<file path="src/rtl/board_link_if.sv">
// board_link_if: game-side flags and serial lines of one board_link instance
interface board_link_if;
  logic       ready1;
  logic       hit1;
  logic [7:0] ship_cords_out;
  logic       tx;
  logic       rx;
  logic       ready2;
  logic       hit2;
  logic [7:0] ship_cords_in;
  logic       tx_busy;
  logic       frame_err;
  modport master (
    output ready1, hit1, ship_cords_out, rx,
    input  tx, ready2, hit2, ship_cords_in, tx_busy, frame_err
  );
  modport slave (
    input  ready1, hit1, ship_cords_out, rx,
    output tx, ready2, hit2, ship_cords_in, tx_busy, frame_err
  );
endinterface

</file>
<file path="src/rtl/board_link.sv">
// board_link: full-duplex serial exchange of {ready,hit,cords} words with even parity
module board_link #(
  parameter int CLK_DIV = 564
) (
  input logic        clk,
  input logic        rst,
  board_link_if.slave bus
);
  localparam logic [0:0]  TX_IDLE   = 1'b0;
  localparam logic [0:0]  TX_SEND   = 1'b1;
  localparam logic [2:0]  RX_IDLE   = 3'd0;
  localparam logic [2:0]  RX_START  = 3'd1;
  localparam logic [2:0]  RX_DATA   = 3'd2;
  localparam logic [2:0]  RX_PARITY = 3'd3;
  localparam logic [2:0]  RX_STOP   = 3'd4;
  localparam logic [2:0]  RX_BREAK  = 3'd5;
  localparam logic [11:0] BIT_END   = 12'(CLK_DIV - 1);
  localparam logic [11:0] HALF_END  = 12'(CLK_DIV / 2 - 1);

  logic [0:0]  tx_state;
  logic [9:0]  last_sent;
  logic [9:0]  tx_word;
  logic [12:0] tx_sh;
  logic [11:0] tx_cnt;
  logic [3:0]  tx_bit;
  logic        tx_r;

  assign tx_word     = {bus.ready1, bus.hit1, bus.ship_cords_out};
  assign bus.tx      = tx_r;
  assign bus.tx_busy = tx_state == TX_SEND;

  // tx_sh holds the whole frame; tx_r is loaded from the bit about to be shifted in
  always_ff @(posedge clk) begin
    if (rst) begin
      tx_state  <= TX_IDLE;
      last_sent <= '0;
      tx_sh     <= '0;
      tx_cnt    <= '0;
      tx_bit    <= '0;
      tx_r      <= 1'b1;
    end else if (tx_state == TX_IDLE) begin
      tx_r <= 1'b1;
      if (tx_word != last_sent) begin
        last_sent <= tx_word;
        tx_sh     <= {1'b1, ^tx_word, tx_word, 1'b0};
        tx_r      <= 1'b0;
        tx_cnt    <= '0;
        tx_bit    <= '0;
        tx_state  <= TX_SEND;
      end
    end else if (tx_cnt == BIT_END) begin
      tx_cnt <= '0;
      if (tx_bit == 4'd12) begin
        tx_state <= TX_IDLE;
        tx_r     <= 1'b1;
      end else begin
        tx_bit <= tx_bit + 4'd1;
        tx_r   <= tx_sh[1];
        tx_sh  <= tx_sh >> 1;
      end
    end else begin
      tx_cnt <= tx_cnt + 12'd1;
    end
  end

  logic        s0;
  logic        s1;
  logic [2:0]  rx_state;
  logic [11:0] rx_cnt;
  logic [3:0]  rx_bit;
  logic [9:0]  rx_data;
  logic        rx_par;
  logic        tick;
  logic        ready2_r;
  logic        hit2_r;
  logic [7:0]  cords_r;
  logic        err_r;

  assign tick              = rx_cnt == BIT_END;
  assign bus.ready2        = ready2_r;
  assign bus.hit2          = hit2_r;
  assign bus.ship_cords_in = cords_r;
  assign bus.frame_err     = err_r;

  // sample points sit mid-bit: half a period after the start edge, then whole periods
  always_ff @(posedge clk) begin
    if (rst) begin
      s0       <= 1'b1;
      s1       <= 1'b1;
      rx_state <= RX_IDLE;
      rx_cnt   <= '0;
      rx_bit   <= '0;
      rx_data  <= '0;
      rx_par   <= 1'b0;
      ready2_r <= 1'b0;
      hit2_r   <= 1'b0;
      cords_r  <= '0;
      err_r    <= 1'b0;
    end else begin
      s0    <= bus.rx;
      s1    <= s0;
      err_r <= 1'b0;
      case (rx_state)
        RX_IDLE: begin
          rx_cnt <= '0;
          if (!s1) rx_state <= RX_START;
        end
        RX_START: begin
          rx_cnt <= rx_cnt == HALF_END ? 12'd0 : rx_cnt + 12'd1;
          if (rx_cnt == HALF_END) begin
            rx_bit   <= '0;
            rx_state <= s1 ? RX_IDLE : RX_DATA;
          end
        end
        RX_DATA: begin
          rx_cnt <= tick ? 12'd0 : rx_cnt + 12'd1;
          if (tick) begin
            rx_data <= {s1, rx_data[9:1]};
            rx_bit  <= rx_bit + 4'd1;
            if (rx_bit == 4'd9) rx_state <= RX_PARITY;
          end
        end
        RX_PARITY: begin
          rx_cnt <= tick ? 12'd0 : rx_cnt + 12'd1;
          if (tick) begin
            rx_par   <= s1;
            rx_state <= RX_STOP;
          end
        end
        RX_STOP: begin
          rx_cnt <= tick ? 12'd0 : rx_cnt + 12'd1;
          if (tick) begin
            if (s1 && rx_par == ^rx_data) begin
              ready2_r <= rx_data[9];
              hit2_r   <= rx_data[8];
              cords_r  <= rx_data[7:0];
              rx_state <= RX_IDLE;
            end else begin
              err_r    <= 1'b1;
              rx_state <= s1 ? RX_IDLE : RX_BREAK;
            end
          end
        end
        RX_BREAK: if (s1) rx_state <= RX_IDLE;
        default:  rx_state <= RX_IDLE;
      endcase
    end
  end
endmodule

</file>
<file path="src/flat_wrapper.sv">
// flat-port wrapper written by rule: the top's interface ports become plain ports
module board_link_flat 
#(
  parameter int CLK_DIV = 564
)
  (clk, rst, bus_ready1, bus_hit1, bus_ship_cords_out, bus_rx, bus_tx, bus_ready2, bus_hit2, bus_ship_cords_in, bus_tx_busy, bus_frame_err);
  board_link_if bus_i ();
  input logic clk;
  input logic rst;
  input wire logic [$bits(bus_i.ready1)-1:0] bus_ready1;
  input wire logic [$bits(bus_i.hit1)-1:0] bus_hit1;
  input wire logic [$bits(bus_i.ship_cords_out)-1:0] bus_ship_cords_out;
  input wire logic [$bits(bus_i.rx)-1:0] bus_rx;
  output wire logic [$bits(bus_i.tx)-1:0] bus_tx;
  output wire logic [$bits(bus_i.ready2)-1:0] bus_ready2;
  output wire logic [$bits(bus_i.hit2)-1:0] bus_hit2;
  output wire logic [$bits(bus_i.ship_cords_in)-1:0] bus_ship_cords_in;
  output wire logic [$bits(bus_i.tx_busy)-1:0] bus_tx_busy;
  output wire logic [$bits(bus_i.frame_err)-1:0] bus_frame_err;
  assign bus_i.ready1 = bus_ready1;
  assign bus_i.hit1 = bus_hit1;
  assign bus_i.ship_cords_out = bus_ship_cords_out;
  assign bus_i.rx = bus_rx;
  assign bus_tx = bus_i.tx;
  assign bus_ready2 = bus_i.ready2;
  assign bus_hit2 = bus_i.hit2;
  assign bus_ship_cords_in = bus_i.ship_cords_in;
  assign bus_tx_busy = bus_i.tx_busy;
  assign bus_frame_err = bus_i.frame_err;
  board_link #(.CLK_DIV(CLK_DIV)) u_core (.clk(clk), .rst(rst), .bus(bus_i));
endmodule
</file>
<file path="config.mk">
export PLATFORM = sky130hd
export DESIGN_NAME = board_link_flat
export DESIGN_NICKNAME = d
export VERILOG_FILES = /design/src/rtl/board_link_if.sv /design/src/rtl/board_link.sv /design/src/flat_wrapper.sv
export SDC_FILE = /design/constraint.sdc
export NUM_CORES = 1
export LEC_CHECK = 0
export BUFFER_PORTS_ARGS = -buffer_cell sky130_fd_sc_hd__buf_2
export CORE_ASPECT_RATIO = 1.25
export CORE_MARGIN = 5
export CORE_UTILIZATION = 55
export DETAILED_ROUTE_END_ITERATION = 8
export PLACE_DENSITY = 0.82
export SLEW_MARGIN = 20
export SYNTH_ARGS = -nofsm -noshare
export SYNTH_HDL_FRONTEND = slang
export SYNTH_SLANG_ARGS = --single-unit
export TNS_END_PERCENT = 5
</file>
<file path="constraint.sdc">
create_clock -name clk -period 5 [get_ports clk]
set_clock_uncertainty 0.15 [all_clocks]
set_input_delay 0.25 -clock clk [delete_from_list [all_inputs] [get_ports clk]]
set_output_delay 0.25 -clock clk [all_outputs]
set_load 0.01 [all_outputs]
</file>
# Word level (Yosys, flattened, before mapping)
# Cells that the tools add are included.
[word_totals]
register_bits = 84
input_bits = 13
[classes]
n_addsub = 4
n_eq_ne = 21
n_mux = 37
bitwise = 3
n_reduce_logical = 16
[ops]
columns = ["op", "count"]
rows = [
  ["2-to-1 mux 12 bit", 5],
  ["2-to-1 mux 13 bit", 4],
  ["case mux 12 bit (3 select lines)", 1],
  ["2-to-1 mux 3 bit", 9],
  ["adder 12 x 1 -> 12 bit, second input constant", 2],
  ["equality test 12 x 10 -> 1 bit, second input constant", 2],
  ["2-to-1 mux 4 bit", 6],
  ["XOR reduction 10 bit", 2],
  ["case mux 3 bit (6 select lines)", 1],
  ["equality test 12 x 9 -> 1 bit, second input constant", 1],
  ["inequality test 2 x 1 -> 1 bit, second input constant", 6],
  ["inequality test 10 bit", 1],
  ["2-to-1 mux 1 bit", 9],
  ["AND reduction 3 bit", 3],
  ["adder 4 x 1 -> 4 bit, second input constant", 2],
  ["equality test 4 bit, second input constant", 2],
  ["case mux 4 bit (2 select lines)", 1],
  ["AND reduction 7 bit", 1],
  ["equality test 3 x 2 -> 1 bit, second input constant", 2],
  ["equality test 3 bit, second input constant", 2],
  ["inequality test 2 bit, second input constant", 3],
  ["AND reduction 2 bit", 3],
  ["OR reduction 3 bit", 2],
  ["nonzero test 2 bit", 2],
  ["other kinds (7)", 9],
]

# Longest topological paths before layout
# Gate-level depths: netlist of the first run.
[logic_depth]
depth_word = 6
depth_mapped = 8

# Worst setup path after synthesis of the first run
# Ideal clock, no wire load.
[synth_path]
kind = "register -> register"
start = "reg u_core.rx_cnt[2]"
end = "reg u_core.rx_state[0]"
setup_time_ns = 0.132
arrival_ns = 1.891
setup_slack_ns = 2.826
stages_incl_launch_ff = 7
cell_sequence = "dfxtp_1 > or4_4 > nor4b_4 > o22ai_1 > clkbuf_1 > o21ai_0 > a21oi_1"
[synth_via]
elab_chain_len = 3
elab_cells_between_ends = 7
[synth_rtl]
columns = ["item", "line_no", "rtl"]
rows = [
  ["start, declared", "board_link.sv:69", "logic [11:0] rx_cnt;"],
  ["start signal, assigned", "board_link.sv:109", "rx_cnt <= rx_cnt == HALF_END ? 12'd0 : rx_cnt + 12'd1;"],
  ["start signal, assigned", "board_link.sv:116", "rx_cnt <= tick ? 12'd0 : rx_cnt + 12'd1;"],
  ["start signal, assigned", "board_link.sv:124", "rx_cnt <= tick ? 12'd0 : rx_cnt + 12'd1;"],
  ["equality test 12 x 10 -> 1 bit or equality test 12 x 9 -> 1 bit (tied branches)", "board_link.sv:79, board_link.sv:110", ""],
  ["inequality test 2 x 1 -> 1 bit (no source line)", "--", ""],
  ["AND reduction 7 bit (no source line) *", "--", ""],
  ["end signal, assigned", "board_link.sv:112", "rx_state <= s1 ? RX_IDLE : RX_DATA;"],
  ["end signal, assigned", "board_link.sv:140", "rx_state <= s1 ? RX_IDLE : RX_BREAK;"],
  ["end, declared", "board_link.sv:68", "logic [2:0] rx_state;"],
]
# Every way passes the cells marked *; elsewhere a longest branch is shown, timed or not.
# A chain may end at the register's enable or synchronous reset.

# Worst setup path in the final report of the first run
[layout_path]
start = "reg u_core.rx_cnt[0]"
end = "reg u_core.rx_state[0]"
# The elaborated chain is that of the path after synthesis.

==> results of run 1 <==
==> area by class of cell <==
cell class | instances | area [sq um]
fillers | 651 | 2860
repair buffers | 28 | 150
clock inverters | 7 | 60.1
multi-input cells | 346 | 2250
inverters | 11 | 41.3
flip-flops and latches | 83 | 1660
well taps | 92 | 115
clock buffers | 9 | 124
==> cell usage after synthesis (2+ instances only) <==
library cell  instances
dfxtp_1              83
nor3_1               19
nor2b_1               8
o21ai_0              11
o211ai_1              2
a2111oi_0             6
nor4_1                4
inv_1                10
nor4bb_1              2
a311oi_1              8
and4_1                2
o31ai_1              11
a31oi_1              12
buf_2                 2
nand2b_1              4
a41oi_1               3
or2_2                 2
ha_1                  7
a21oi_1              50
mux2i_1              11
a211oi_1              5
nand4b_1              2
clkbuf_1             22
and3_1                7
a22o_1                3
xor2_1               16
and2_1                4
nor2_1               32
nand2_1              38
xnor3_1               2
nand3_1              14
nand4_1              16
or3_1                 6
o22a_1                3
xnor2_1              16
o211a_1               2
==> where the power goes <==
part	internal [mW]	switching [mW]
logic	0.0481	0.0678
registers	0.682	0.0217
clock network	0.188	0.264
total	0.918	0.354
==> state kept, by name, indices dropped and copies added, names as in the netlist <==
signal                    flops
u_core.rx_par                 1
u_core.s0                     1
u_core.tx_sh                 12
u_core.rx_cnt                12
u_core.tx_bit                 4
u_core.bus.ready2             1
u_core.tx_cnt                12
u_core.rx_data               10
u_core.bus.frame_err          1
u_core.bus.tx                 1
u_core.bus.ship_cords_in      8
u_core.last_sent             10
u_core.rx_state               3
u_core.rx_bit                 4
u_core.bus.hit2               1
u_core.bus.tx_busy            1
u_core.s1                     1
==> metal layers <==
| layer | wire, microns | track usage | vias to the layer above |
|---|---|---|---|
| met1 | 3640 | 0.230 | 1663 |
| met5 | 0 | 0 | - |
| met4 | 221 | 0.0969 | 0 |
| met2 | 4430 | 0.336 | 108 |
| met3 | 473 | 0.0380 | 25 |
| li1 | - | - | 1741 |
==> through the flow <==
stage / total power [mW] / hold WS (ns) / instances
3_5_place_dp: 0.833 / 0.245 / 559
3_3_place_gp: 0.828 / 0.247 / 559
6_report: 1.27 / 0.0654 / 576
5_1_grt: 1.33 / 0.0897 / 576
4_1_cts: 1.28 / 0.0570 / 576
2_1_floorplan: 0.800 / 0.204 / 466
==> layout by cell type, fill, tap and decap left out, drive strengths merged, types with 6 or more instances in the layout <==
| cell | n |
|---|---|
| nand4 | 16 |
| nand3 | 15 |
| nor3 | 19 |
| buf | 27 |
| xnor2 | 16 |
| o31ai | 11 |
| nor2 | 32 |
| a311oi | 8 |
| ha | 7 |
| and3 | 7 |
| a2111oi | 6 |
| mux2i | 11 |
| nor2b | 8 |
| inv | 13 |
| nand2 | 38 |
| xor2 | 16 |
| a21oi | 50 |
| dfxtp | 83 |
| o21ai | 12 |
| or3 | 6 |
| clkbuf | 9 |
| a31oi | 12 |
==> repair_timing <==
item / 4_1_cts / 5_1_grt
hold buffers: 1 / 0
hold endpoints to repair: 1 / 0
endpoints found under the setup margin: 0 / 0
==> critical path, stage by stage, from the launching register on <==
cell      delay, ns
dfxtp_1        0.43
ha_1           0.26
nor4bb_1       0.29
nor4b_4        0.49
o22ai_1        0.38
or3_1          0.44
a21oi_1        0.15
==> cells by family (layout without fill, tap and decap cells) <==
| family | Yosys count | in the layout |
|---|---|---|
| buffers and inverters | 37 | 55 |
| and+or+nand+nor | 168 | 168 |
| AOI/OAI and AO/OA | 124 | 124 |
| adders and majority gates | 7 | 7 |
| xor gates and xnor gates | 35 | 35 |
| muxes | 12 | 12 |
| DFF | 83 | 83 |
==> final timing paths <==
| path | from | to | slack (ns) | depth (start not counted) |
|---|---|---|---|---|
| setup / recovery | u_core.rx_cnt[0] | u_core.rx_state[0] | 2.32 | 6 |
| hold / removal | bus_ship_cords_out[6] | u_core.last_sent[6] | 0.07 | 3 |
| setup reg to reg | u_core.rx_cnt[0] | u_core.rx_state[0] | 2.32 | 6 |
| hold reg to reg | u_core.s0 | u_core.s1 | 0.25 | 1 |
==> results summary, run 1 <==
Of the available clock period, the critical path in the final layout requires 0.535. The number of antenna violations at the first check in global routing came to 0. The utilization of the core after routing is 0.606. For the pin with the worst max-slew slack, the measured transition is 1.11 ns. The starting utilization of the core area is 0.558. The share of Yosys cell area claimed by the top area cell type came out at 0.409. The number of DRC violations after detailed-routing iteration 0 is 225. The number of top-level pins came out at 26. Counting flops and latches in the post-synthesis netlist gives 83. The number of nets in the final layout came out at roughly 500. The post-synth net total is ~500. The clock reaches the later pin of the worst-skew pair after approximately 0.36 ns. The H-tree was split into 3 levels.

Using the TritonRoute via totals, the vias-per-cell ratio works out to 6.14. The minimum clock period after layout came out at 2.68 ns. OpenSTA, run right after detailed placement, puts the worst setup slack at 2.30 ns. The post-synthesis instance area came out at about 4100 sq um. The die is 106 microns tall.

For this run, the number of Yosys warnings is 0. The number of setup violations in the final report came out at 0. The area of the die came out at a little over 9000 sq um.

The reported leakage power is 1.62 nW. Routability-driven placement finished with a final weighted congestion of slightly below 0.9. dfxtp_1 takes more of the synthesized area than any other cell.

Clock tree synthesis inserted a total of 9 buffers. The final wirelength came out at just under 9 mm. The number of detailed-routing iterations run before antenna repair is 5. The number of buffers on the longest clock path is 2. In the post-synthesis netlist, the biggest area contributors are dfxtp_1, a21oi_1, nand2_1, xnor2_1, xor2_1. The maximum frequency from static timing analysis is 373 MHz. The run finished with clean final reports. The multiplexer fraction of the synthesized cell area is 0.0299.

The worst setup path is of the reg2reg kind. By area, the combinational part of the netlist is dominated by simple AND/OR/NAND/NOR gates. The placeable core region is 7270 sq um.

The smallest setup slack after layout is 2.32 ns. IR analysis of the VDD net gives a maximum drop of 237 uV. The synthesized instance count is roughly 470. The power per cell area is 289 nW/um^2. The arithmetic-cell share of the synthesized area counting full adders, half adders and majority gates came out at 0.0216. The number of routed nets with antenna violations came out at 0. Of the synthesized area, sequential elements account for 0.409. The die extent in x is 86.8 microns. Setup repair after global routing left no endpoint under its margin. The tightest min-delay check is of the in2reg type.

The final-report hold violation count came to 0. The via count of the first global-routing pass came out at 3381. In the final routed layout, each cell accounts on average for 15.2 microns. Once the clock tree was built, the setup fixing pass inserted 0 buffers. STA puts the critical path data required time at 5.14 ns. The area growth from synthesis to layout came out at 8.54%. The kind of capture point of the worst setup path is a flop.

The post-route setup TNS is 0 ns. Along the worst path, the maximum fanout reaches 12. The pin count of the biggest net entering global routing came out at 46. TritonCTS built the clock tree. The final number of max-transition violations was 0.

The worst slew margin relative to its limit came out at 0.254. The placed wire-length estimate after detailed placement is a little under 6 mm. In the global route stage, overall resource usage came out at 0.196. In this run, synthesis inferred 0 flip-flops with an integrated enable.

Dividing the synthesized area by the synthesized cell count gives 8.71 sq um. The count of unresolved DRC violations after routing came out at 0. The startpoint class of the critical path is a flop. The synthesized-area fraction occupied by ao, oa, aoi and oai cells came to 0.198. The post-route cell area is 4410 sq um. Clock-pin slew was measured on the worst setup and hold paths at 0.09 ns. Among all flip-flop cells after synthesis, the most frequent one is dfxtp_1. Counting flops with an async set or reset pin after synthesis yields a share of 0.

The fraction of final layout cells with drive strength greater than 1 came out at 0.105. The row count is 35. The signal arrival time at the worst endpoint came out at between 2 and 3 ns.

The count of distinct cell types in the synthesized netlist came out at 57. The max-capacitance violation count came out at 0. Gates resized during post-CTS repair numbered 0. The placed instance area is 4210 sq um.

The clock net in this run drives a total of just over 80 sinks. The wire length of the first global-routing pass came out at 14.9 mm. Clock tree synthesis selected as its root buffer the cell clkbuf_8. The post-synthesis xor/xnor area fraction came out at 0.0860. The area fraction in and, or, nand and nor cells after synthesis is 0.219. The count of buffers added on input and output ports is 25. The repair_antennas step left the layout with diodes totalling 0.

The aggregate global routing overflow is 0. The total via count after detailed routing came out at 3537.
Power figures use the tool's default switching activity.
==> run 2, diff against run 1 <==
--- a/config.mk
+++ b/config.mk
@@ -8,9 +8,9 @@
 export BUFFER_PORTS_ARGS = -buffer_cell sky130_fd_sc_hd__buf_2
 export CORE_ASPECT_RATIO = 1.25
 export CORE_MARGIN = 5
-export CORE_UTILIZATION = 55
+export CORE_UTILIZATION = 54
 export DETAILED_ROUTE_END_ITERATION = 8
-export PLACE_DENSITY = 0.82
+export PLACE_DENSITY = 0.84
 export SLEW_MARGIN = 20
 export SYNTH_ARGS = -nofsm -noshare
 export SYNTH_HDL_FRONTEND = slang
==> constraint.sdc (replaced) <==
create_clock -name clk -period 2.3 [get_ports clk]
set_clock_uncertainty 0.15 [all_clocks]
set_input_delay 0.115 -clock clk [delete_from_list [all_inputs] [get_ports clk]]
set_output_delay 0.115 -clock clk [all_outputs]
set_load 0.01 [all_outputs]
==> run 2 against run 1 <==
Fmax increased by 19%. First-iteration DRC count is the same. Clock power grew to 2.6 times the previous value. Power up 140%. Cell count up 4.2%. Sequential cell count unchanged. Routed wire length up 7.1%. Global-route usage rose by 0.94 points.
==> results summary, run 2 (synthesis gave the netlist of run 1 again) <==
The post-route setup TNS came out at 0 ns. Setup violations remaining at the end of the flow were counted as 0. The net switching fraction of the power is 0.256. The overall power of the completed layout is 3.00 mW.

The overall die height came out at 107 microns. The reported leakage power is roughly 1.8 nW. The final-report hold violation count is 0. The placer's final routability congestion estimate is 0.896. The number of H-tree levels is 3. Routed signal wires occupy layers up through met4. The count of nets left with antenna violations once routing finished came out at 0. The power per cell area is 632 nW/um^2. The signal arrival time at the worst endpoint is 2.33 ns. The number of nets in the final layout came out at 523. The count of unresolved DRC violations after routing came out at 0. The min-delay analysis places its worst path in the category in2reg. The number of setup buffers added after CTS came out at 0. The number of vias per cell came out at ~6.1. The minimum clock period after layout came out at 2.25 ns. Global routing finished with a remaining overflow of 0. The number of antenna violations at the first check in global routing is 0.

The worst setup path is launched from a flop. The maximum frequency from static timing analysis is 444 MHz. The number of cells in the finished layout apart from fillers came out at 600. For this block, wires on met1 add up to 3.84 mm. The sequential share of power came out at 0.507. STA classifies the critical path endpoint as a flop. The total via count after detailed routing came out at between 3000 and 4000. At the end of the flow the core is filled with cells to 0.645. The clock-pin slew reported for the worst setup and hold paths after clock tree synthesis is 0.09 ns.

The share of the cycle needed by the critical path after routing came out at 0.980. The wire length of the first global-routing pass came out at 15.6 mm. Of the total power, the clock network draws 0.393.

The number of detailed-routing iterations run before antenna repair is 6. The largest registers in the layout are u_core.rx_cnt (12), u_core.tx_cnt (12), u_core.tx_sh (12). The number of instances in the placed design came out at a little under 600.

The antenna diode count came out at 0. The die extent in x came out at 87.5 microns. The final number of max-transition violations was 0. Prior to clock tree synthesis, the placed netlist has a worst setup slack of approximately 0.014 ns.

The total length of routed met2 wires came out at 4.81 mm. The highest ir drop seen on vdd is 428 uV. The area of the die came out at 9360 sq um. TritonCTS built the clock tree.

The pin count of the biggest net entering global routing is 35. The area growth from synthesis to layout is 16.8%. The transition at the pin with the smallest max-transition slack is ~0.66 ns. The row count is 35. The placed wire-length estimate after detailed placement came out at approximately 6.3 mm. The via count of the first global-routing pass came out at 3442. The fraction of final layout cells with drive strength greater than 1 came out at 0.169. The detailed router finished its first iteration with 225 violations. The smallest setup slack after layout is approximately 0.045 ns. The internal portion of total power came out at 2.23 mW.

The most frequent standard cell in the layout excluding fill and tap cells is dfxtp_1. The share of total power dissipated in combinational logic is 0.100. Across every metal layer, demand over resource in global routing totals 0.206. The number of filler instances in the final layout came out at 590. In this run the power spent charging and discharging nets is about 0.77 mW. The critical path in this run is classified as reg2reg. The TritonCTS sink count is 83.

The clock reaches the later pin of the worst-skew pair after roughly 0.36 ns. The worst endpoint required time came out at around 2.4 ns. The clock buffer count from CTS came out at 9. The tree is rooted in a clkbuf_8. The starting utilization of the core area is 0.552. The max-capacitance violation count is 0. The met3 wire length is 491 microns.

The number of buffers on the longest clock path came out at 2. The top cell types in the final layout, fill and taps aside, are dfxtp_1, a21oi_1, nand2_1. The routed length per instance is 15.6 microns. The placeable core region came out at ~7400 sq um.

The number of top-level pins came out at 26. The worst slew margin relative to its limit is 0.556. The logic depth of the worst register-to-register path came out at 5. Setup repair after global routing could not meet its margin everywhere. The worst-path maximum fanout is 9. Buffers placed on the I/O ports in this run total 25. The flow ran to the end, and the final reports show no timing, DRC or antenna violations.

For this block, the routed nets add up to 9.39 mm of wire. The cell count of the worst hold path came out at 3.
-- run 2: cell count changes in the layout (fill, tap and decap cells not counted), sizes merged --
cell         before  now
buf              27   47
bufinv            0    2
clkinvlp          1    0
dlygate4sd3       1    5
inv              13   12
-- run 2: cell type report --
| type | count | area, sq um | area share |
|---|---|---|---|
| clock buffer | 9 | 124 | 0.0261 |
| tap | 92 | 115 | 0.0243 |
| sequential | 83 | 1660 | 0.350 |
| timing repair buffer | 52 | 340 | 0.0718 |
| multi-input combinational | 346 | 2360 | 0.498 |
| inverter | 11 | 41.3 | 0.00871 |
| clock inverter | 7 | 100 | 0.0211 |
-- run 2: final timing paths --
path                 endpoint              start  slack (ns)
min          u_core.tx_sh[10]         bus_ready1        0.02
max reg2reg   u_core.tx_sh[8]  u_core.tx_cnt[10]        0.05
max           u_core.tx_sh[8]  u_core.tx_cnt[10]        0.05
min reg2reg         u_core.s1          u_core.s0        0.27
-- run 2: worst max-delay path, stage by stage (launching register included) --
cell and delay, ns:
dfxtp_1 0.35, or4b_1 0.60, o31ai_4 0.32, a21oi_2 0.19, a2111oi_0 0.43, nor3_1 0.08
-- run 2: power groups by stage --
stage	sequential, mW	clock [mW]	combinational, mW
after CTS	1.52	1.20	0.281
final	1.52	1.18	0.301
after global routing	1.52	1.26	0.334
after floorplan	1.54	0	0.197
after detailed placement	1.55	0	0.273
after global placement	1.55	0	0.261
-- run 2: metal layers --
metal,track usage,up-vias
met3,0.0438,26
met4,0.0954,0
li1,-,1794
met1,0.246,1722
met2,0.347,123
met5,0,-
-- run 2: what timing repair did --
action,4_1_cts,5_1_grt
hold buffers,5,0
resized for setup,1,22
setup endpoints to repair,8,49
pin swaps,0,1
endpoints found under the hold margin,7,0
-- run 2: metrics by stage --
| step | hold slack [ns] | cell area [sq um] |
|---|---|---|
| floorplan | 0.0688 | 4060 |
| global placement | 0.153 | 4360 |
| detailed placement | 0.158 | 4360 |
| CTS | 0.00838 | 4640 |
| global route | 0.0620 | 4740 |
| finish | 0.0216 | 4740 |
==> run 3, diff against run 2 <==
--- a/config.mk
+++ b/config.mk
@@ -5,12 +5,13 @@
 export SDC_FILE = /design/constraint.sdc
 export NUM_CORES = 1
 export LEC_CHECK = 0
+export ABC_AREA = 1
 export BUFFER_PORTS_ARGS = -buffer_cell sky130_fd_sc_hd__buf_2
 export CORE_ASPECT_RATIO = 1.25
 export CORE_MARGIN = 5
-export CORE_UTILIZATION = 54
+export CORE_UTILIZATION = 55
 export DETAILED_ROUTE_END_ITERATION = 8
-export PLACE_DENSITY = 0.84
+export PLACE_DENSITY = 0.85
 export SLEW_MARGIN = 20
 export SYNTH_ARGS = -nofsm -noshare
 export SYNTH_HDL_FRONTEND = slang
==> constraint.sdc (replaced) <==
create_clock -name clk -period 2.3 [get_ports clk]
set_clock_uncertainty 0.15 [all_clocks]
set_input_delay 0.115 -clock clk [delete_from_list [all_inputs] [get_ports clk]]
set_output_delay 0.115 -clock clk [all_outputs]
set_load 0.005 [all_outputs]
==> run 3 against run 2 <==
Global-route usage shrank 1.2 points. Worst setup slack improved by 0.14 ns. Highest routed layer unchanged. Clock-buffer cell count up 1.
==> results summary, run 3 <==
The run finished with clean final reports. The final number of max-transition violations came out at 0. The synthesized instance count came out at between 600 and 700. The dominant register cell in the synthesized netlist is dfxtp_1. The initialized floorplan defines 37 standard-cell rows.

For this run, design rule violations remaining after detail routing come to 0. The worst endpoint required time is 2.41 ns. In this run, synthesis inferred 0 flip-flops with an integrated enable.

The number of buffers on the longest clock path came out at 2. The signal arrival time at the worst endpoint came out at between 2 and 2.5 ns. The leading area contributor after synthesis is dfxtp_1. The async set-reset flop share out of synthesis is 0.

The power per cell area is 698 nW/um^2. IR analysis of the VDD net gives a maximum drop of 437 uV. At the pin with the least slew margin, the transition time is 0.421 ns. The number of antenna violations at the first check in global routing came out at 0.

The number of filler instances in the final layout came out at 697. The pin count of the biggest net entering global routing came out at 34. The largest registers in the layout are u_core.rx_cnt (12), u_core.tx_cnt (12), u_core.tx_sh (12). The commonest cells after synthesis are nand2_1, inv_1, dfxtp_1. The placed wire-length estimate after detailed placement came out at 6.83 mm. The die extent in x came out at 91.1 microns. The tightest min-delay check is of the in2reg type. The number of setup violations in the final report came out at 0. The number of instances in the placed design came out at 797.

The number of routed nets with antenna violations is 0. The most common cell in the synthesized netlist is nand2_1. Routability-driven placement finished with a final weighted congestion of 0.901.

By startpoint and endpoint, the worst setup path is classified as reg2reg. The combined area of the multi-input logic cells is 2320 sq um. The antenna diode count came out at 0.

Setup repair after global routing left no endpoint under its margin. The TritonCTS sink count came out at 83. Dividing the final minimum period by the clock period gives 0.918.

The tool flagged a number of max-cap violations equal to 0. For this block, the initial DRC count from the detailed router was 299. The post-synth net total is 709. The floorplan step defined a die boundary enclosing between 10000 and 15000 sq um. The share of synthesized area occupied by flip-flops and latches came out at 0.368.

The wire length of the first global-routing pass is 16.6 mm. The average cell area after synthesis came out at around 6.6 sq um. The CTS tree is built. The number of port buffers is 25. Adding up every negative setup slack in the final design gives 0 ns. In the global route stage, overall resource usage came out at 0.194. The startpoint class of the critical path is a flop.

The number of detailed-routing iterations run before antenna repair came out at 5. Of the cells placed in the final design, the portion with a size suffix greater than 1 is 0.114. The area growth from synthesis to layout is 11.5%. In this run the worst path has a maximum fanout of 7. In the routed layout, each cell is associated on average with a via count of between 5 and 6.

After clock tree synthesis, the clock-pin slew on the worst setup and hold paths is 0.09 ns. The share of Yosys cell area claimed by the top area cell type came out at 0.368. The top cell types in the final layout, fill and taps aside, are nand2_1, inv_1, dfxtp_1. The worst slew margin relative to its limit came out at 0.719. The number of top-level pins is 26.

In the post-synthesis netlist, the biggest area contributors are dfxtp_1, nand2_1, inv_1, o21ai_0, a21oi_1. Dividing the detail-routed wire length by the instance count gives 11.7 microns. The via count of the first global-routing pass was 4061. The reported leakage power is 2.27 nW. The number of H-tree levels came out at 3. The number of nets in the final layout is 742. The worst setup path is captured at a flop.

At the later pin of the worst-skew pair, clock insertion delay measures 0.37 ns. Derived from the worst setup path, the maximum achievable clock frequency is 474 MHz. The count of synthesis-stage warnings from yosys came out at 0. The clock root buffer is clkbuf_8. The aggregate global routing overflow is 0. The clock buffer count from CTS came out at 9. The final wirelength came out at 9.67 mm. The die is 111 microns tall. The post-synthesis instance area came out at 4520 sq um. The total via count after detailed routing is 4356. The final-report hold violation count came to 0.

The placeable core region came out at 8150 sq um. The number of cells in the finished layout apart from fillers came out at slightly above 800. The number of setup buffers added after CTS is 0. The most frequent standard cell in the layout excluding fill and tap cells is nand2_1. The routed design could run at a clock period as short as 2.11 ns. The starting utilization of the core area came out at 0.554. Summing all flip-flop and latch instances after layout gives 1660 sq um. The overall power of the completed layout came out at 3.51 mW. The post-synthesis sequential element count came out at 83. The count of distinct cell types in the synthesized netlist is 35.
-- run 3: layout make-up --
type,count,share of cell area
clock inverters,6,0.0179
multi-input cells,472,0.460
well taps,97,0.0241
inverters,112,0.0835
clock buffers,10,0.0253
flip-flops and latches,83,0.330
repair buffers,44,0.0586
-- run 3: timing repair --
| action | 4_1_cts | 5_1_grt |
|---|---|---|
| hold endpoints to repair | 11 | 0 |
| hold buffers | 11 | 0 |
| gates resized for setup | 0 | 1 |
| setup endpoints to repair | 0 | 10 |
-- run 3: path summary, 6_finish.rpt --
kind | startpoint | slack, ns | cells past startpoint | end
hold / removal | rst | 0.02 | 3 | u_core.bus.tx
hold reg to reg | u_core.s0 | 0.28 | 1 | u_core.s1
setup / recovery | u_core.rx_cnt[0] | 0.19 | 10 | u_core.rx_cnt[0]
setup reg to reg | u_core.rx_cnt[0] | 0.19 | 10 | u_core.rx_cnt[0]
-- run 3: power breakdown --
group	switching, mW	internal, mW
logic	0.517	0.247
clock network	0.547	0.613
registers	0.0789	1.51
total	1.14	2.37
-- run 3: kinds of logic (layout without fill, tap and decap cells) --
kind of cell / count (synthesis) / in the layout / share of synthesized area
buf+inv: 134 / 172 / 0.119
flops: 83 / 83 / 0.368
xor+xnor: 19 / 19 / 0.0368
fa+ha+maj: 7 / 7 / 0.0194
compound gates: 115 / 115 / 0.140
simple gates: 331 / 331 / 0.317
-- run 3: worst max-delay path: stages (launching register included) --
cell and delay (ns):
dfxtp_1 0.43, ha_1 0.24, nand3_1 0.09, nor3_1 0.13
nand2_1 0.18, nand2_1 0.10, nand2_1 0.10, inv_1 0.08
nand2_1 0.18, o21ai_0 0.26, inv_1 0.06
-- run 3: metal layers --
| layer | global-route usage | share of wire | vias to the layer above |
|---|---|---|---|
| li1 | - | - | 2233 |
| met2 | 0.350 | 0.50 | 120 |
| met5 | 0 | 0 | - |
| met1 | 0.209 | 0.42 | 1976 |
| met3 | 0.0380 | 0.049 | 27 |
| met4 | 0.102 | 0.028 | 0 |
-- run 3: per-stage QoR --
step,setup slack (ns),area [sq um],utilization,hold slack [ns]
final,0.189,5030,0.618,0.0242
after global routing,0.0158,5030,0.618,0.0670
after CTS,0.212,5030,0.618,0.0185
after detailed placement,0.269,4700,0.577,0.163
after global placement,0.363,4700,0.577,0.163
after floorplan,0.548,4520,-,0.0688
